[config.mk]
export PLATFORM = sky130hd
export DESIGN_NAME = sync_fifo_flags
export DESIGN_NICKNAME = d
export VERILOG_FILES = /design/src/rtl/sync_fifo_pkg.sv /design/src/rtl/sync_fifo_mem.sv /design/src/rtl/sync_fifo_flags.sv
export SDC_FILE = /design/constraint.sdc
export NUM_CORES = 1
export LEC_CHECK = 0
export BUFFER_PORTS_ARGS = -buffer_cell sky130_fd_sc_hd__buf_2
export CELL_PAD_IN_SITES_DETAIL_PLACEMENT = 0
export CELL_PAD_IN_SITES_GLOBAL_PLACEMENT = 1
export CORE_MARGIN = 2
export CORE_UTILIZATION = 48
export CTS_BUF_LIST = sky130_fd_sc_hd__clkbuf_16
export CTS_CLUSTER_DIAMETER = 80
export DETAILED_ROUTE_END_ITERATION = 16
export PLACE_DENSITY_LB_ADDON = 0.05
export SLEW_MARGIN = 20
export SYNTH_ARGS = -nofsm -noshare
export SYNTH_HDL_FRONTEND = slang
export SYNTH_HIERARCHICAL = 1
export SYNTH_SLANG_ARGS = --single-unit
[constraint.sdc]
create_clock -name clk -period 3.65 [get_ports clk]
set_input_delay 0.5475 -clock clk [delete_from_list [all_inputs] [get_ports clk]]
set_output_delay 0.5475 -clock clk [all_outputs]
set_load 0.01 [all_outputs]
[src/rtl/sync_fifo_pkg.sv]
// -----------------------------------------------------------------------------
// sync_fifo_pkg
// Shared types and helpers for the sync_fifo_flags FIFO family.
//   ptr_w(depth) : pointer / level width for a FIFO of the given depth
//   read_mode_e  : FIFO_STD (registered read) or FIFO_FWFT (fall-through)
//   level_t      : wide unsigned carrier used to compare a level against
//                  integer thresholds without width juggling
// -----------------------------------------------------------------------------
package sync_fifo_pkg;

    typedef enum logic {
        FIFO_STD  = 1'b0,
        FIFO_FWFT = 1'b1
    } read_mode_e;

    localparam int LEVEL_T_W = 32;
    typedef logic [LEVEL_T_W-1:0] level_t;

    function automatic int ptr_w(input int depth);
        return $clog2(depth) + 1;
    endfunction

endpackage

[src/rtl/sync_fifo_mem.sv]
// -----------------------------------------------------------------------------
// sync_fifo_mem
// Simple dual-port register array: synchronous write, asynchronous read.
// Contents are never reset.
//   clk   : clock
//   we    : write enable
//   waddr : write index
//   wdata : write data
//   raddr : read index
//   rdata : read data (combinational)
// -----------------------------------------------------------------------------
module sync_fifo_mem #(
    parameter  int DATA_WIDTH = 8,
    parameter  int DEPTH      = 16,
    localparam int AW         = $clog2(DEPTH)
) (
    input  logic                  clk,
    input  logic                  we,
    input  logic [AW-1:0]         waddr,
    input  logic [DATA_WIDTH-1:0] wdata,
    input  logic [AW-1:0]         raddr,
    output logic [DATA_WIDTH-1:0] rdata
);

    logic [DATA_WIDTH-1:0] mem_q [DEPTH];

    always_ff @(posedge clk) begin
        if (we) begin
            mem_q[waddr] <= wdata;
        end
    end

    assign rdata = mem_q[raddr];

endmodule

[src/rtl/sync_fifo_flags.sv]
// -----------------------------------------------------------------------------
// sync_fifo_flags
// Single-clock FIFO with concurrent read/write, standard or fall-through read
// mode, programmable almost-full / almost-empty thresholds, a fill level and
// overflow / underflow error pulses.
//   clk          : clock, rising edge
//   rst_n        : asynchronous active-low reset
//   wr, din      : write request and data
//   rd           : read request (fall-through mode: pop of the head word)
//   dout, valid  : read data and its qualifier
//   full, empty, almost_full, almost_empty : flags decoded from level
//   level        : number of stored words
//   overflow     : one-cycle pulse after a write while full
//   underflow    : one-cycle pulse after a read while empty
// -----------------------------------------------------------------------------
module sync_fifo_flags
    import sync_fifo_pkg::*;
#(
    parameter  int DATA_WIDTH = 8,
    parameter  int DEPTH      = 16,
    parameter  int FWFT       = 0,
    parameter  int AF_THRESH  = DEPTH - 2,
    parameter  int AE_THRESH  = 2,
    localparam int PW         = ptr_w(DEPTH),
    localparam int AW         = $clog2(DEPTH)
) (
    input  logic                  clk,
    input  logic                  rst_n,
    input  logic                  wr,
    input  logic [DATA_WIDTH-1:0] din,
    input  logic                  rd,
    output logic [DATA_WIDTH-1:0] dout,
    output logic                  valid,
    output logic                  full,
    output logic                  empty,
    output logic                  almost_full,
    output logic                  almost_empty,
    output logic [PW-1:0]         level,
    output logic                  overflow,
    output logic                  underflow
);

    localparam read_mode_e MODE = (FWFT != 0) ? FIFO_FWFT : FIFO_STD;

    if (!(AE_THRESH < AF_THRESH && AF_THRESH <= DEPTH && DEPTH >= 4 &&
          (DEPTH & (DEPTH - 1)) == 0)) begin : g_bad_params
        $error("sync_fifo_flags: illegal DEPTH / threshold parameters");
    end

    logic [PW-1:0]         wptr_q;
    logic [PW-1:0]         rptr_q;
    logic [PW-1:0]         level_q;
    logic                  ovf_q;
    logic                  udf_q;
    logic                  wr_ok;
    logic                  rd_ok;
    logic [DATA_WIDTH-1:0] mem_rdata;
    level_t                level_ext;

    // The pointer MSBs only disambiguate wrap laps; occupancy is tracked by
    // level_q, so nothing downstream consumes them.
    logic unused_ptr_msb;
    assign unused_ptr_msb = wptr_q[PW-1] ^ rptr_q[PW-1];

    // Flags decode straight from the level register, so a word written at
    // edge N is only readable from edge N+1 onwards.
    assign level_ext    = level_t'(level_q);
    assign full         = (level_ext == level_t'(DEPTH));
    assign empty        = (level_q == '0);
    assign almost_full  = (level_ext >= level_t'(AF_THRESH));
    assign almost_empty = (level_ext <= level_t'(AE_THRESH));
    assign level        = level_q;
    assign overflow     = ovf_q;
    assign underflow    = udf_q;

    assign wr_ok = wr & ~full;
    assign rd_ok = rd & ~empty;

    sync_fifo_mem #(
        .DATA_WIDTH (DATA_WIDTH),
        .DEPTH      (DEPTH)
    ) u_mem (
        .clk   (clk),
        .we    (wr_ok),
        .waddr (wptr_q[AW-1:0]),
        .wdata (din),
        .raddr (rptr_q[AW-1:0]),
        .rdata (mem_rdata)
    );

    always_ff @(posedge clk or negedge rst_n) begin
        if (!rst_n) begin
            wptr_q  <= '0;
            rptr_q  <= '0;
            level_q <= '0;
            ovf_q   <= 1'b0;
            udf_q   <= 1'b0;
        end else begin
            ovf_q <= wr & full;
            udf_q <= rd & empty;
            if (wr_ok) begin
                wptr_q <= wptr_q + PW'(1);
            end
            if (rd_ok) begin
                rptr_q <= rptr_q + PW'(1);
            end
            if (wr_ok && !rd_ok) begin
                level_q <= level_q + PW'(1);
            end else if (rd_ok && !wr_ok) begin
                level_q <= level_q - PW'(1);
            end
        end
    end

    if (MODE == FIFO_STD) begin : g_std
        logic [DATA_WIDTH-1:0] dout_p1;
        logic                  vld_p1;

        // ---- read stage p1: head word registered on an accepted read ----
        always_ff @(posedge clk or negedge rst_n) begin
            if (!rst_n) begin
                dout_p1 <= '0;
                vld_p1  <= 1'b0;
            end else begin
                vld_p1 <= rd_ok;
                if (rd_ok) begin
                    dout_p1 <= mem_rdata;
                end
            end
        end

        assign dout  = dout_p1;
        assign valid = vld_p1;
    end else begin : g_fwft
        // Head word is presented directly; forced to zero while empty so
        // that reset and idle states show a clean bus.
        assign valid = ~empty;
        assign dout  = empty ? '0 : mem_rdata;
    end

endmodule

=== Word level (Yosys, flattened, before mapping) ===
Memories as Yosys holds them, arrays and structs flattened. A register that Yosys moved wholly into a read port is not among the register bits.
Index checks and enable logic that the tools add are counted.

* Add/subtract/negate cells: 4
* Magnitude comparators: 2
* Eq/ne operators: 1
* Multiplexer cells: 4
* Bitwise logic cells: 6
* Reductions and logical operators: 7

{| class="wikitable"
|+ Operators by type and width
! operator !! count
|-
| $add A5 B1 Y5 const B || 3
|-
| $mux W5 || 2
|-
| $eq A5 B5 Y1 const B || 1
|-
| $ge A5 B4 Y1 const B || 1
|-
| $le A5 B2 Y1 const B || 1
|-
| $logic_not A5 Y1 || 1
|-
| $sub A5 B1 Y5 const B || 1
|-
| $and A1 B1 Y1 || 4
|-
| $logic_not A1 Y1 || 3
|-
| $logic_and A1 B1 Y1 || 2
|-
| $mux W1 || 2
|-
| $not A1 Y1 || 2
|-
| $reduce_bool A2 Y1 || 1
|}

* Register bits: 18
* Bits in writable memories: 128
* Bits of input ports: 12
* Output and inout port bits: 20
* Logic and storage cells: 31
* Memories: 1

{| class="wikitable"
|+ Memory list
! memory !! depth !! bits a word !! rd ports !! clocked after Yosys merged registers in !! write ports !! RTL line !! RTL
|-
| u_mem.mem_q || 16 || 8 || 1 || 1 || 1 || sync_fifo_mem.sv:25 || <nowiki>logic [DATA_WIDTH-1:0] mem_q [DEPTH];</nowiki>
|}

=== Logic depth before layout (Yosys ltp) ===
* Depth after elaboration: 7
* Gate-level depth with buffers: 9

=== Hierarchy ===
Netlist, hierarchy kept.

{| class="wikitable"
|+ By module, submodules not included
! module !! instances !! cells an instance !! area an instance (µm²) !! seq. area each (µm²)
|-
| sync_fifo_mem || 1 || 221 || 4987.3 || 3843.7
|-
| sync_fifo_flags || 1 || 95 || 1214.9 || 600.6
|}

=== Worst setup path before layout ===
Ideal clock, no wire load.

* Kind: register -> register
* From: register level_q[0], in the netlist level[0]
* To: register level_q[4], in the netlist level[4]
* Setup time: 0.131 ns
* Arrival: 2.754 ns
* Data required time: 3.519 ns
* Setup slack: 0.765 ns
* Stages on the path, launching flop included: 10
* Path buffers: 1
* Period minus slack after synthesis: 2.885 ns
* Cell sequence: dfrtp_1 > or4_4 > o21ai_4 > buf_12 > ha_1 > inv_1 > ha_1 > or4_1 > o211ai_1 > o211ai_1

* Cells in the longest elaborated chain, start to end: 6
* Elaborated cells on any way between the ends: 15
* Classes of those cells: add/sub: 2; eq/ne: 1; mux: 2; bitwise: 4; reduce/logical: 6

{| class="wikitable"
|+ Ends and longest elaborated chain
! element !! RTL line !! RTL
|-
| start: declaration || sync_fifo_flags.sv:52 || <nowiki>logic [PW-1:0] level_q;</nowiki>
|-
| start signal: assignment || sync_fifo_flags.sv:108 || <nowiki>level_q <= level_q + PW'(1);</nowiki>
|-
| start signal: assignment || sync_fifo_flags.sv:110 || <nowiki>level_q <= level_q - PW'(1);</nowiki>
|-
| branches (longest 6 deep; another with $sub A5 B1 Y5) || -- ||
|}

Parallel ways; which one is timed is not known. The select of a mux whose other input is x is not followed.
A chain may end at the register's enable or synchronous reset.

=== Final worst setup path ===
* From: register level_q[0], in the netlist level[0]
* To: register level_q[4], in the netlist level[4]

* Cells in the longest elaborated chain, start to end: 6
* Elaborated cells on any way between the ends: 15
* Classes of those cells: add/sub: 2; eq/ne: 1; mux: 2; bitwise: 4; reduce/logical: 6

{| class="wikitable"
|+ Ends and longest elaborated chain
! element !! RTL line !! RTL
|-
| $eq A5 B5 Y1 * || sync_fifo_flags.sv:68 || <nowiki>assign full = (level_ext == level_t'(DEPTH));</nowiki>
|-
| $not A1 Y1 * || sync_fifo_flags.sv:76 || <nowiki>assign wr_ok = wr & ~full;</nowiki>
|-
| $and A1 B1 Y1 * || sync_fifo_flags.sv:76 ||
|-
| net wr_ok || sync_fifo_flags.sv:55 || <nowiki>logic wr_ok;</nowiki>
|-
| $logic_not A1 Y1 || sync_fifo_flags.sv:109 || <nowiki>end else if (rd_ok && !wr_ok) begin</nowiki>
|-
| $logic_and A1 B1 Y1 || sync_fifo_flags.sv:109 ||
|-
| $reduce_bool A2 Y1 (no source line) || -- ||
|}

The timed path passes the listed nets; every way through them passes the cells marked *. The select of a mux whose other input is x is not followed.

==> reports/results.ini <==
[run_status]
status = completed

[timing]
finClkSkew_ns = 0.009487
slew_headroom = 0.4103
fin_crit_ns = 2.906
fin_tns_setup_ns = 0
finalMaxSlewViolations = 0
post-route-period-util = 0.7961
tightestPinTransition_ns = 0.8813
setup_viol = 0
clock.fmax_mhz = 344.1
grt_setup_unrepaired = false
hold_viol_final = 0

[placed_design]
placed_cells = 516
hpwl_um = 7365
io_buffers = 31
place_area_um2 = 6535
routabilityCongestion = 0.7053

[routing]
routed_wirelength_um = 11970
num_vias = 3031
firstDrtPassIters = 5
wire_per_inst_um = 21.84
first_iter_violations = 208
final_antenna_net_count = 0
route.detailed.drc = 0
via_per_inst = 5.531

[synth]
synth_seq_area_share = 0.7166
synth_edf_count = 128
syn_nets = 335
synthArstFlopShare = 0.1579
synth-main-ff-cell = edfxtp_1
ys_types = 46
ys_warn_count = 6
syn_avg_cell_area_um2 = 19.63
syn_area_um2 = 6202
synth_seq_cells = 152
synth_cells = 316

[critical_path]
crit_required_ns = 3.95
critPathKind = reg2reg
cp.arrival_ns = 3.20
critPathSlowestCell = or4_1
crit_path_max_fanout = 7
path_cells = nor4_1, buf_4, a21boi_1, ha_1, inv_1, ha_1, or4_1, o211ai_1, o211ai_1
worst_setup_path_start_kind = flop
max_stage_delay_ns = 0.52
cp-end-kind = flop

[clock_network]
clock_latency_ns = 0.42
post_cts_buffers = 0
cts_tree = built
cts_resized = 0
holdBufCountCts = 0
htreeDepth = 4
clockBufferDepth = 2
clockRootBuffer = clkbuf_16
path_clk_slew_ns = 0.06
cts_buffers = 17
cts.sink_count = 152

[layout]
n_antenna_cell = 0
regArea_um2 = 4446
fin_cells = 548
multiInputGateArea_um2 = 1633
layout.nets = 382
design_area_um2 = 7121
area_delta_synth_final_pct = 14.81
drive_gt1_frac = 0.2686
fill_cells = 999

[power_and_ir_drop]
p_comb_frac = 0.290
switching_power_uw = 1785
p_leak_uw = 0.002533
power_density_nw_per_um2 = 818.2
seqPwrFrac = 0.413
p_int_uw = 4041
clock_power_share = 0.297
p_sw_frac = 0.3063
irDropWorstVdd_v = 0.0003796

[grt]
grt_pass1_vias = 2922
grt_overflow = 0
antenna_found_initial = 0
grtUsageTotal = 0.1867
grt_pass1_wl_um = 18270
grt_max_degree = 36

[die]
num_rows = 41
die_area_um2 = 13850
start_util = 0.4915
fp.coreArea_um2 = 12620
die_w_um = 117.7
die_y_um = 117.7
io_pins = 32

[worst_hold_path]
hold_class = in2async

[flow_run]
max_cap_violations = 0

## registers in the layout, indices dropped and copies added (netlist names)
register     flops
rptr_q           4
wptr_q           4
level            5
dout             8
overflow         1
valid            1
underflow        1
u_mem/mem_q    128
## per-layer routing
layer  global-route usage  routed length, um  vias to the layer above
met5                    0                  0                        -
met4              0.06325                134                        0
met3              0.05039                678                        7
met2               0.2758               5691                       81
met1               0.2713               5464                     1544
li1                     -                  -                     1399
## worst paths after layout
kind	start	to	slack, ns	cells past startpoint
worst max-delay path	level[0]$_DFFE_PN0P_	level[4]$_DFFE_PN0P_	0.74	9
worst min-delay path	rst_n	level[2]$_DFFE_PN0P_	0.11	1
worst max register to register	level[0]$_DFFE_PN0P_	level[4]$_DFFE_PN0P_	0.74	9
worst min register to register	dout[6]$_DFFE_PN0P_	dout[6]$_DFFE_PN0P_	0.50	1
max in group asynchronous	rst_n	rptr_q[0]$_DFFE_PN0P_	3.14	1
min in group clk	wr	overflow$_DFF_PN0_	0.41	2
## cells in the mapped netlist, drive strengths merged (4+ instances only)
master	instances	area, um2
mux2	11	150.1
xnor2	5	43.79
o21ai	4	31.28
mux4	32	773.2
nor2	14	52.55
dfrtp	24	600.6
buf	9	80.07
nand2	12	45.04
nor3	5	25.02
edfxtp	128	3844
nand3	4	20.02
ha	6	75.07
a21oi	6	30.03
a22oi	16	120.1
## layout by cell type, fill, tap and decap left out, types with 3 or more instances in the layout
master / instances
and2_1: 3
mux2_2: 4
inv_1: 6
clkbuf_16: 17
nand3_1: 4
o211ai_1: 3
clkinv_1: 3
a21oi_1: 6
bufinv_16: 3
nor2_1: 14
nor3_1: 5
edfxtp_1: 128
ha_1: 6
nand3b_1: 3
xor2_1: 3
mux2_4: 7
dfrtp_1: 23
buf_2: 31
o21ai_0: 3
mux4_1: 14
nand2_1: 12
a22oi_1: 16
mux4_2: 18
xnor2_1: 5
buf_4: 10
## critical path, delay by kind of cell, from the launching register on
kind	cells	cell delay, ns
adders and majority gates	2	0.73
buffers and inverters	2	0.31
DFF	1	0.48
and+or+nand+nor	2	0.62
AOI/OAI and AO/OA	3	0.66
## power groups by stage
stage                     clock network [uW]  logic [uW]  registers (uW)
final                                   1730        1690            2410
after global routing                    1830        1820            2460
after CTS                               1760        1710            2410
after detailed placement                   0        1700            2450
after global placement                     0        1710            2430
after floorplan                            0        1240            2390
## cells by family after synthesis
| kind of cell | Yosys count | share of synthesized area |
|---|---|---|
| flip-flops | 152 | 0.7166 |
| AND/OR/NAND/NOR | 56 | 0.04741 |
| multiplexers | 44 | 0.1505 |
| AO/OA/AOI/OAI | 33 | 0.03873 |
| buffers and inverters | 16 | 0.02017 |
| XOR/XNOR | 8 | 0.01130 |
| adder cells (fa/ha/maj) | 7 | 0.01533 |
## cell type report
type,count,area share
clock buffer,17,0.05974
clock inverter,15,0.02249
inverter,3,0.001581
multi-input combinational,148,0.2293
sequential,152,0.6243
tap,172,0.03022
timing repair buffer,41,0.03233
## metrics by stage
stage,total power [uW],setup WS [ns],hold slack [ns],utilization
after floorplan,3628,0.7646,0.2519,-
after global placement,4140,0.7920,0.4927,0.5178
after detailed placement,4149,0.7345,0.4957,0.5178
after CTS,5884,0.7367,0.1104,0.5642
after global routing,6112,0.4421,0.1493,0.5642
final,5826,0.7441,0.1083,0.5642
Power figures use the tool's default switching activity.
